## src/rtl/instr_encoder_loader.sv

```systemverilog
// instr_encoder_loader: packs decoded RISC-V fields plus a signed immediate
// into a 32-bit instruction word, range-checks the immediate and writes good
// words to instruction memory at sequential word addresses.
module instr_encoder_loader #(
  parameter int ADDR_WIDTH = 8
) (
  input  logic                  clk,
  input  logic                  reset_n,
  input  logic                  flush,
  input  logic                  in_valid,
  output logic                  in_ready,
  input  logic [6:0]            in_opcode,
  input  logic [4:0]            in_rd,
  input  logic [4:0]            in_rs1,
  input  logic [4:0]            in_rs2,
  input  logic [2:0]            in_funct3,
  input  logic [6:0]            in_funct7,
  input  logic [31:0]           in_imm,
  output logic                  mem_we,
  output logic [ADDR_WIDTH-1:0] mem_addr,
  output logic [31:0]           mem_wdata,
  output logic                  err_valid,
  output logic [1:0]            err_code,
  output logic [ADDR_WIDTH:0]   wr_count,
  output logic                  full
);

  typedef enum logic [1:0] {S_IDLE, S_ENC, S_WRITE, S_ERR} state_t;

  state_t state_q, state_d;

  logic [6:0]          op_q, f7_q;
  logic [4:0]          rd_q, rs1_q, rs2_q;
  logic [2:0]          f3_q;
  logic signed [31:0]  imm_q;
  logic [31:0]         wdata_q;
  logic [1:0]          err_q;
  logic [ADDR_WIDTH:0] cnt_q;

  logic [31:0] enc_word;
  logic [1:0]  enc_err;
  logic        accept;

  assign in_ready  = (state_q == S_IDLE) & ~full & ~flush;
  assign accept    = in_valid & in_ready;
  assign mem_we    = (state_q == S_WRITE);
  assign err_valid = (state_q == S_ERR);
  assign mem_wdata = wdata_q;
  assign err_code  = err_q;
  assign wr_count  = cnt_q;
  assign mem_addr  = cnt_q[ADDR_WIDTH-1:0];
  assign full      = cnt_q[ADDR_WIDTH];

  // Instruction packing and immediate checks on the captured request.
  always_comb begin
    enc_word = '0;
    enc_err  = 2'd0;
    unique case (op_q)
      7'b0110011: enc_word = {f7_q, rs2_q, rs1_q, f3_q, rd_q, op_q};
      7'b0000011, 7'b0010011, 7'b1100111: begin
        if (op_q == 7'b0010011 && (f3_q == 3'b001 || f3_q == 3'b101)) begin
          enc_word = {f7_q, imm_q[4:0], rs1_q, f3_q, rd_q, op_q};
          if (imm_q < 0 || imm_q > 32'sd31) enc_err = 2'd2;
        end else begin
          enc_word = {imm_q[11:0], rs1_q, f3_q, rd_q, op_q};
          if (imm_q < -32'sd2048 || imm_q > 32'sd2047) enc_err = 2'd2;
        end
      end
      7'b0100011: begin
        enc_word = {imm_q[11:5], rs2_q, rs1_q, f3_q, imm_q[4:0], op_q};
        if (imm_q < -32'sd2048 || imm_q > 32'sd2047) enc_err = 2'd2;
      end
      7'b1100011: begin
        enc_word = {imm_q[12], imm_q[10:5], rs2_q, rs1_q, f3_q, imm_q[4:1], imm_q[11], op_q};
        if (imm_q[0]) enc_err = 2'd3;
        else if (imm_q < -32'sd4096 || imm_q > 32'sd4094) enc_err = 2'd2;
      end
      7'b1101111: begin
        enc_word = {imm_q[20], imm_q[10:1], imm_q[11], imm_q[19:12], rd_q, op_q};
        if (imm_q[0]) enc_err = 2'd3;
        else if (imm_q < -32'sd1048576 || imm_q > 32'sd1048574) enc_err = 2'd2;
      end
      default: enc_err = 2'd1;
    endcase
  end

  // Next-state logic: IDLE -> ENC -> WRITE/ERR -> IDLE.
  always_comb begin
    state_d = state_q;
    unique case (state_q)
      S_IDLE:  if (accept) state_d = S_ENC;
      S_ENC:   state_d = (enc_err == 2'd0) ? S_WRITE : S_ERR;
      S_WRITE: state_d = S_IDLE;
      S_ERR:   state_d = S_IDLE;
      default: state_d = S_IDLE;
    endcase
  end

  // State register; flush aborts any in-flight request.
  always_ff @(posedge clk) begin
    if (!reset_n)   state_q <= S_IDLE;
    else if (flush) state_q <= S_IDLE;
    else            state_q <= state_d;
  end

  // Request capture, encode result registers and write counter.
  always_ff @(posedge clk) begin
    if (!reset_n) begin
      op_q <= '0; f7_q <= '0; rd_q <= '0; rs1_q <= '0; rs2_q <= '0;
      f3_q <= '0; imm_q <= '0; wdata_q <= '0; err_q <= '0; cnt_q <= '0;
    end else if (flush) begin
      cnt_q <= '0;
    end else begin
      if (accept) begin
        op_q <= in_opcode; f7_q <= in_funct7; rd_q <= in_rd;
        rs1_q <= in_rs1; rs2_q <= in_rs2; f3_q <= in_funct3;
        imm_q <= in_imm;
      end
      if (state_q == S_ENC) begin
        err_q <= enc_err;
        if (enc_err == 2'd0) wdata_q <= enc_word;
      end
      if (state_q == S_WRITE) cnt_q <= cnt_q + (ADDR_WIDTH+1)'(1);
    end
  end

endmodule

```

## config.mk

```make
export PLATFORM = sky130hd
export DESIGN_NAME = instr_encoder_loader
export DESIGN_NICKNAME = d
export VERILOG_FILES = /design/src/rtl/instr_encoder_loader.sv
export SDC_FILE = /design/constraint.sdc
export NUM_CORES = 1
export LEC_CHECK = 0
export ABC_AREA = 1
export CAP_MARGIN = 0
export CORE_MARGIN = 4
export CORE_UTILIZATION = 30
export DETAILED_ROUTE_END_ITERATION = 16
export PLACE_DENSITY = 0.51
export REMOVE_ABC_BUFFERS = 1
export SLEW_MARGIN = 20
export SYNTH_ARGS = -nofsm -noshare
export SYNTH_HDL_FRONTEND = slang
export SYNTH_SLANG_ARGS = --single-unit
```

## constraint.sdc

```tcl
create_clock -name clk -period 1.95 [get_ports clk]
set_input_delay 0.2925 -clock clk [delete_from_list [all_inputs] [get_ports clk]]
set_output_delay 0.2925 -clock clk [all_outputs]
set_load 0.02 [all_outputs]
```

After elaboration in Yosys (flattened, before gate mapping)
Cells that the tools add are included.

Add/subtract/negate cells: 1. $lt $le $gt $ge: 8. Equal/unequal tests: 13. Muxes and demuxes: 13. Bitwise gates (word level): 6. Reductions and logical operators: 14.

Operator list (count): 32-bit case mux with 5 select lines (1); 32-bit by 12-bit > comparator with 1-bit output, second input constant (1); 32-bit by 13-bit > comparator with 1-bit output, second input constant (1); 32-bit by 21-bit > comparator with 1-bit output, second input constant (1); 32-bit by 6-bit > comparator with 1-bit output, second input constant (1); 32-bit by 1-bit < comparator with 1-bit output, second input constant (1); 32-bit by 12-bit < comparator with 1-bit output, second input constant (1); 32-bit by 13-bit < comparator with 1-bit output, second input constant (1); 32-bit by 21-bit < comparator with 1-bit output, second input constant (1); 32-bit 2-to-1 mux (1); 7-bit == test, second input constant (3); 2-bit 2-to-1 mux (8); 7-bit by 6-bit == test with 1-bit output, second input constant (2); 2-bit case mux with 5 select lines (1); 9-bit by 1-bit adder with 9-bit output, second input constant (1); 7-bit by 2-bit == test with 1-bit output, second input constant (1); 7-bit by 5-bit == test with 1-bit output, second input constant (1); 2-bit case mux with 3 select lines (1); 1-bit logical OR (5); 2-bit == test, second input constant (2); 2-bit logical NOT (2); 2-bit AND reduction (2); 2-bit OR reduction (2); 1-bit AND (3); other kinds (9) (11).

Register bits: 109. Bits of input ports: 68. Output and inout bits: 55. Logic and storage cells: 66.

Depth between registers and ports, before layout
Word-level depth: 8. Mapped depth: 15. Mapped depth without buffers: 14.

Worst setup path after synthesis
OpenSTA, ideal clock, no wires.

Path kind: reg2reg. Start: register state_q[0]. End: register cnt_q[7], in the netlist wr_count[7]. Library setup time: 0.119 ns. Arrival: 1.680 ns. Required time: 1.831 ns. Setup slack: 0.150 ns. Stages on the path, launching flop included: 10. Path buffers: 1. Clock period less this slack: 1.800 ns. Cell sequence: dfxtp_1 clkbuf_1 nor2_1 nand2_1 nor2_1 nand2_1 nor3_1 nand2_1 o21ai_0 a21oi_1.

Cells in the longest elaborated chain, start to end: 1.

RTL lines: start: declaration (RTL line 30) `state_t state_q, state_d;`; start signal: assignment (RTL line 103) `else state_q <= state_d;`; 2-bit == test; via mem_we (RTL line 19) `output logic mem_we,`; end signal: assignment (RTL line 123) `if (state_q == S_WRITE) cnt_q <= cnt_q + (ADDR_WIDTH+1)'(1);`; end: declaration (RTL line 38) `logic [ADDR_WIDTH:0] cnt_q;`.

The timed path passes the listed nets, and every way through them passes these cells. A chain may end at the register's enable or synchronous reset.

Final worst setup path
Start: register op_q[3]. End: register wdata_q[7], in the netlist mem_wdata[7].

Cells in the longest elaborated chain, start to end: 6. Elaborated cells between the ends (all ways): 14. Those cells by class: eq/ne (7); mux (3); reduce/logical (4).

RTL lines: start: declaration (RTL line 32) `logic [6:0] op_q, f7_q;`; start signal: assignment (RTL line 115) `op_q <= in_opcode; f7_q <= in_funct7; rd_q <= in_rd;`; 7-bit by 5-bit == test with 1-bit output (RTL line 58, 61); 1-bit logical AND (RTL line 61) `if (op_q == 7'b0010011 && (f3_q == 3'b001 || f3_q == 3'b101)) begin`; 2-bit 2-to-1 mux (RTL line 61); 2-bit case mux with 5 select lines (RTL line 58) `unique case (op_q)`; 2-bit logical NOT (RTL line 121) `if (enc_err == 2'd0) wdata_q <= enc_word;`; 3-bit AND reduction (no line); end signal: assignment (RTL line 121); end: declaration (RTL line 36) `logic [31:0] wdata_q;`.

Several ways; a longest one is shown, not always the timed one.

==> impl_metrics.toml <==
[placement]
place_area_um2 = 6750
io_buffer_count = 122
pre_cts_slack_ps = 50.1
gp_congestion = 0.827
dpl.hpwl_mm = 11.2

[routing]
wl_per_cell_um = 13.6
wl_met1_mm = 7.32
drt_pass1_iterations = 4
highest_layer = "met4"
drtAntennaViolNets = 0
drt_iter0_markers = 178
drc = 0
drt-total-wl_mm = 15.2
num_vias = 5067
met2WireLength_mm = 6.86
vias_per_cell = 4.53
routed-wl-met3_um = 745

[clocking]
clk_latency_ps = 360
cts_tree = "done"
clk_pin_slew_worst_paths_ps = 70
hold_buffers = 0
cts_buffer_depth = 2
root_buffer = "clkbuf_16"
htreeDepth = 3
numCtsBuffers = 9
cts.sinks = 109

[timing]
fin_skew_ps = 13.4
post-route-period-util = 0.973
fmax_ghz = 0.527
hold_viol_final = 0
max-slew-margin-rel = 0.721
setup-tns-final_ps = 0
rsz0062_at_grt = "yes"
worst_pin_slew_ps = 417
finalCriticalPeriod_ps = 1900
setup_slack_ps = 52.1
finalMaxSlewViolations = 0
finalSetupViolCount = 0

[power_and_ir_drop]
power_density_nw_per_um2 = 667
power.leakage_nw = 3.01
ir_drop_mv = 0.426

[global_route]
grt_pass1_vias = 4838
groute.usage.overall = 0.154
grt_pass1_wl_mm = 24.5
grt_max_degree = 64
antenna_found_initial = 0
globalRoute.totalOverflow = 0

[worst_setup_path]
arrival_ps = 2140
startpoint_type = "register"
reg2reg_depth = 13
cp.required_ps = 2190
path_max_fanout = 24
cp-end-kind = "register"
crit_type = "register to register"
r2r-start = "op_q[3]"
crit_start = "op_q[3]"

[synthesis]
syn_area_um2 = 5140
ys_types = 32
synth_warnings = 0
syn_inst = 757
synth_edf_count = 0
synth_seq_cells = 109
synth-seq-area-share = 0.425
synthArstFlopShare = 0
synth_ff_type = "dfxtp_1"
synth_area_per_cell_um2 = 6.79

[floorplan]
dieArea_um2 = 19300
die_w_um = 139
rows = 47
io_pins = 123
core_um2 = 16700
initial_core_util = 0.308
die_h_um = 139

[worst_hold_path]
hp-class = "primary input to register"
hold_depth = 3
min_from = "reset_n"

[status]
run_status = "complete, no violations"

[layout]
drive_gt1_frac = 0.174
n_fill_cell = 1804
fin_area_um2 = 7390
layout_commonest_cell = "nand2_1"
layout_common_cells = "nand2_1, clkdlybuf4s50_1, inv_1, dfxtp_1, nor2_1"
final_nets = 962
syn_to_final_growth_pct = 43.8
antennaDiodeCount = 0

[job]
cap_violations = 0
registers in the layout (all words and copies together), names as in the netlist:
name,cells
wr_count,9
imm_q,32
rd_q,5
err_code,2
f7_q,7
op_q,7
f3_q,3
rs1_q,5
state_q,2
rs2_q,5
mem_wdata,32
synthesized netlist by cell type (2+ instances only):
| cell type | number | area, um^2 |
|---|---|---|
| nand4_1 | 18 | 113 |
| nor2_2 | 2 | 12.5 |
| buf_6 | 3 | 33.8 |
| inv_1 | 106 | 398 |
| nand2_1 | 153 | 574 |
| o211ai_1 | 2 | 15.0 |
| nand3_1 | 37 | 185 |
| a21oi_1 | 78 | 390 |
| buf_4 | 10 | 75.1 |
| a22oi_1 | 9 | 67.6 |
| o21ai_0 | 51 | 255 |
| nand2_2 | 5 | 31.3 |
| dfxtp_1 | 109 | 2180 |
| inv_2 | 12 | 45.0 |
| nor3_1 | 6 | 30.0 |
| buf_1 | 2 | 7.51 |
| o22ai_1 | 14 | 87.6 |
| nor2_1 | 95 | 357 |
| nand3_2 | 4 | 40.0 |
| clkbuf_1 | 25 | 93.8 |
| nor2_4 | 3 | 33.8 |
| buf_2 | 3 | 15.0 |
repair_timing:
| item | 4_1_cts | 5_1_grt |
|---|---|---|
| gates resized for setup | 3 | 84 |
| pin swaps | 0 | 9 |
| gates cloned | 0 | 2 |
| setup buffers | 0 | 7 |
| endpoints found under the setup margin | 3 | 34 |
critical path, cell delays in order (launching register included):
cell     delay, ps
dfxtp_4        360
inv_4           70
nand2_4         60
nor2_4         170
nand3_2        130
nor2_2         120
a21oi_1         60
nand2_1         70
nand2_2         60
nor2_4         160
nand3_4        160
buf_12         200
nor2_1         100
nor2_1          50
routing by layer:
metal,up-vias,GRT usage
met2,85,0.239
li1,2696,-
met5,-,0
met1,2267,0.210
met4,0,0.0350
met3,19,0.0503
where the power goes:
group / switching [mW] / leakage, nW / internal [mW]
clock network: 0.845 / 0.159 / 1.14
logic: 0.298 / 1.95 / 0.270
registers: 0.0607 / 0.897 / 2.31
final timing paths:
path             endpoint  slack (ps)
max          mem_wdata[7]          50
min          mem_wdata[0]         330
max reg2reg  mem_wdata[7]          50
min reg2reg      rs2_q[1]         460
cell families after synthesis:
group / after synthesis / synth area share
AOI/OAI and AO/OA: 158 / 0.165
adders and majority gates: 1 / 0.00243
buffers and inverters: 161 / 0.130
DFF: 109 / 0.425
and+or+nand+nor: 328 / 0.278
final cells by class:
| type | instances | area, um^2 | area share |
|---|---|---|---|
| inverters | 118 | 448 | 0.0606 |
| flip-flops and latches | 109 | 2220 | 0.300 |
| multi-input cells | 487 | 2480 | 0.336 |
| clock buffers | 14 | 284 | 0.0384 |
| repair buffers | 168 | 1650 | 0.223 |
| clock inverters | 2 | 38.8 | 0.00525 |
| well taps | 220 | 275 | 0.0373 |
metrics by stage:
stage | utilization | cells | hold WS, ps | total power [mW]
after floorplan | - | 714 | 413 | 2.65
after global placement | 0.404 | 1093 | 441 | 2.95
after detailed placement | 0.404 | 1093 | 445 | 2.95
after CTS | 0.423 | 1109 | 341 | 4.95
after global routing | 0.442 | 1118 | 373 | 5.16
final | 0.442 | 1118 | 332 | 4.93
Power figures use the tool's default switching activity.
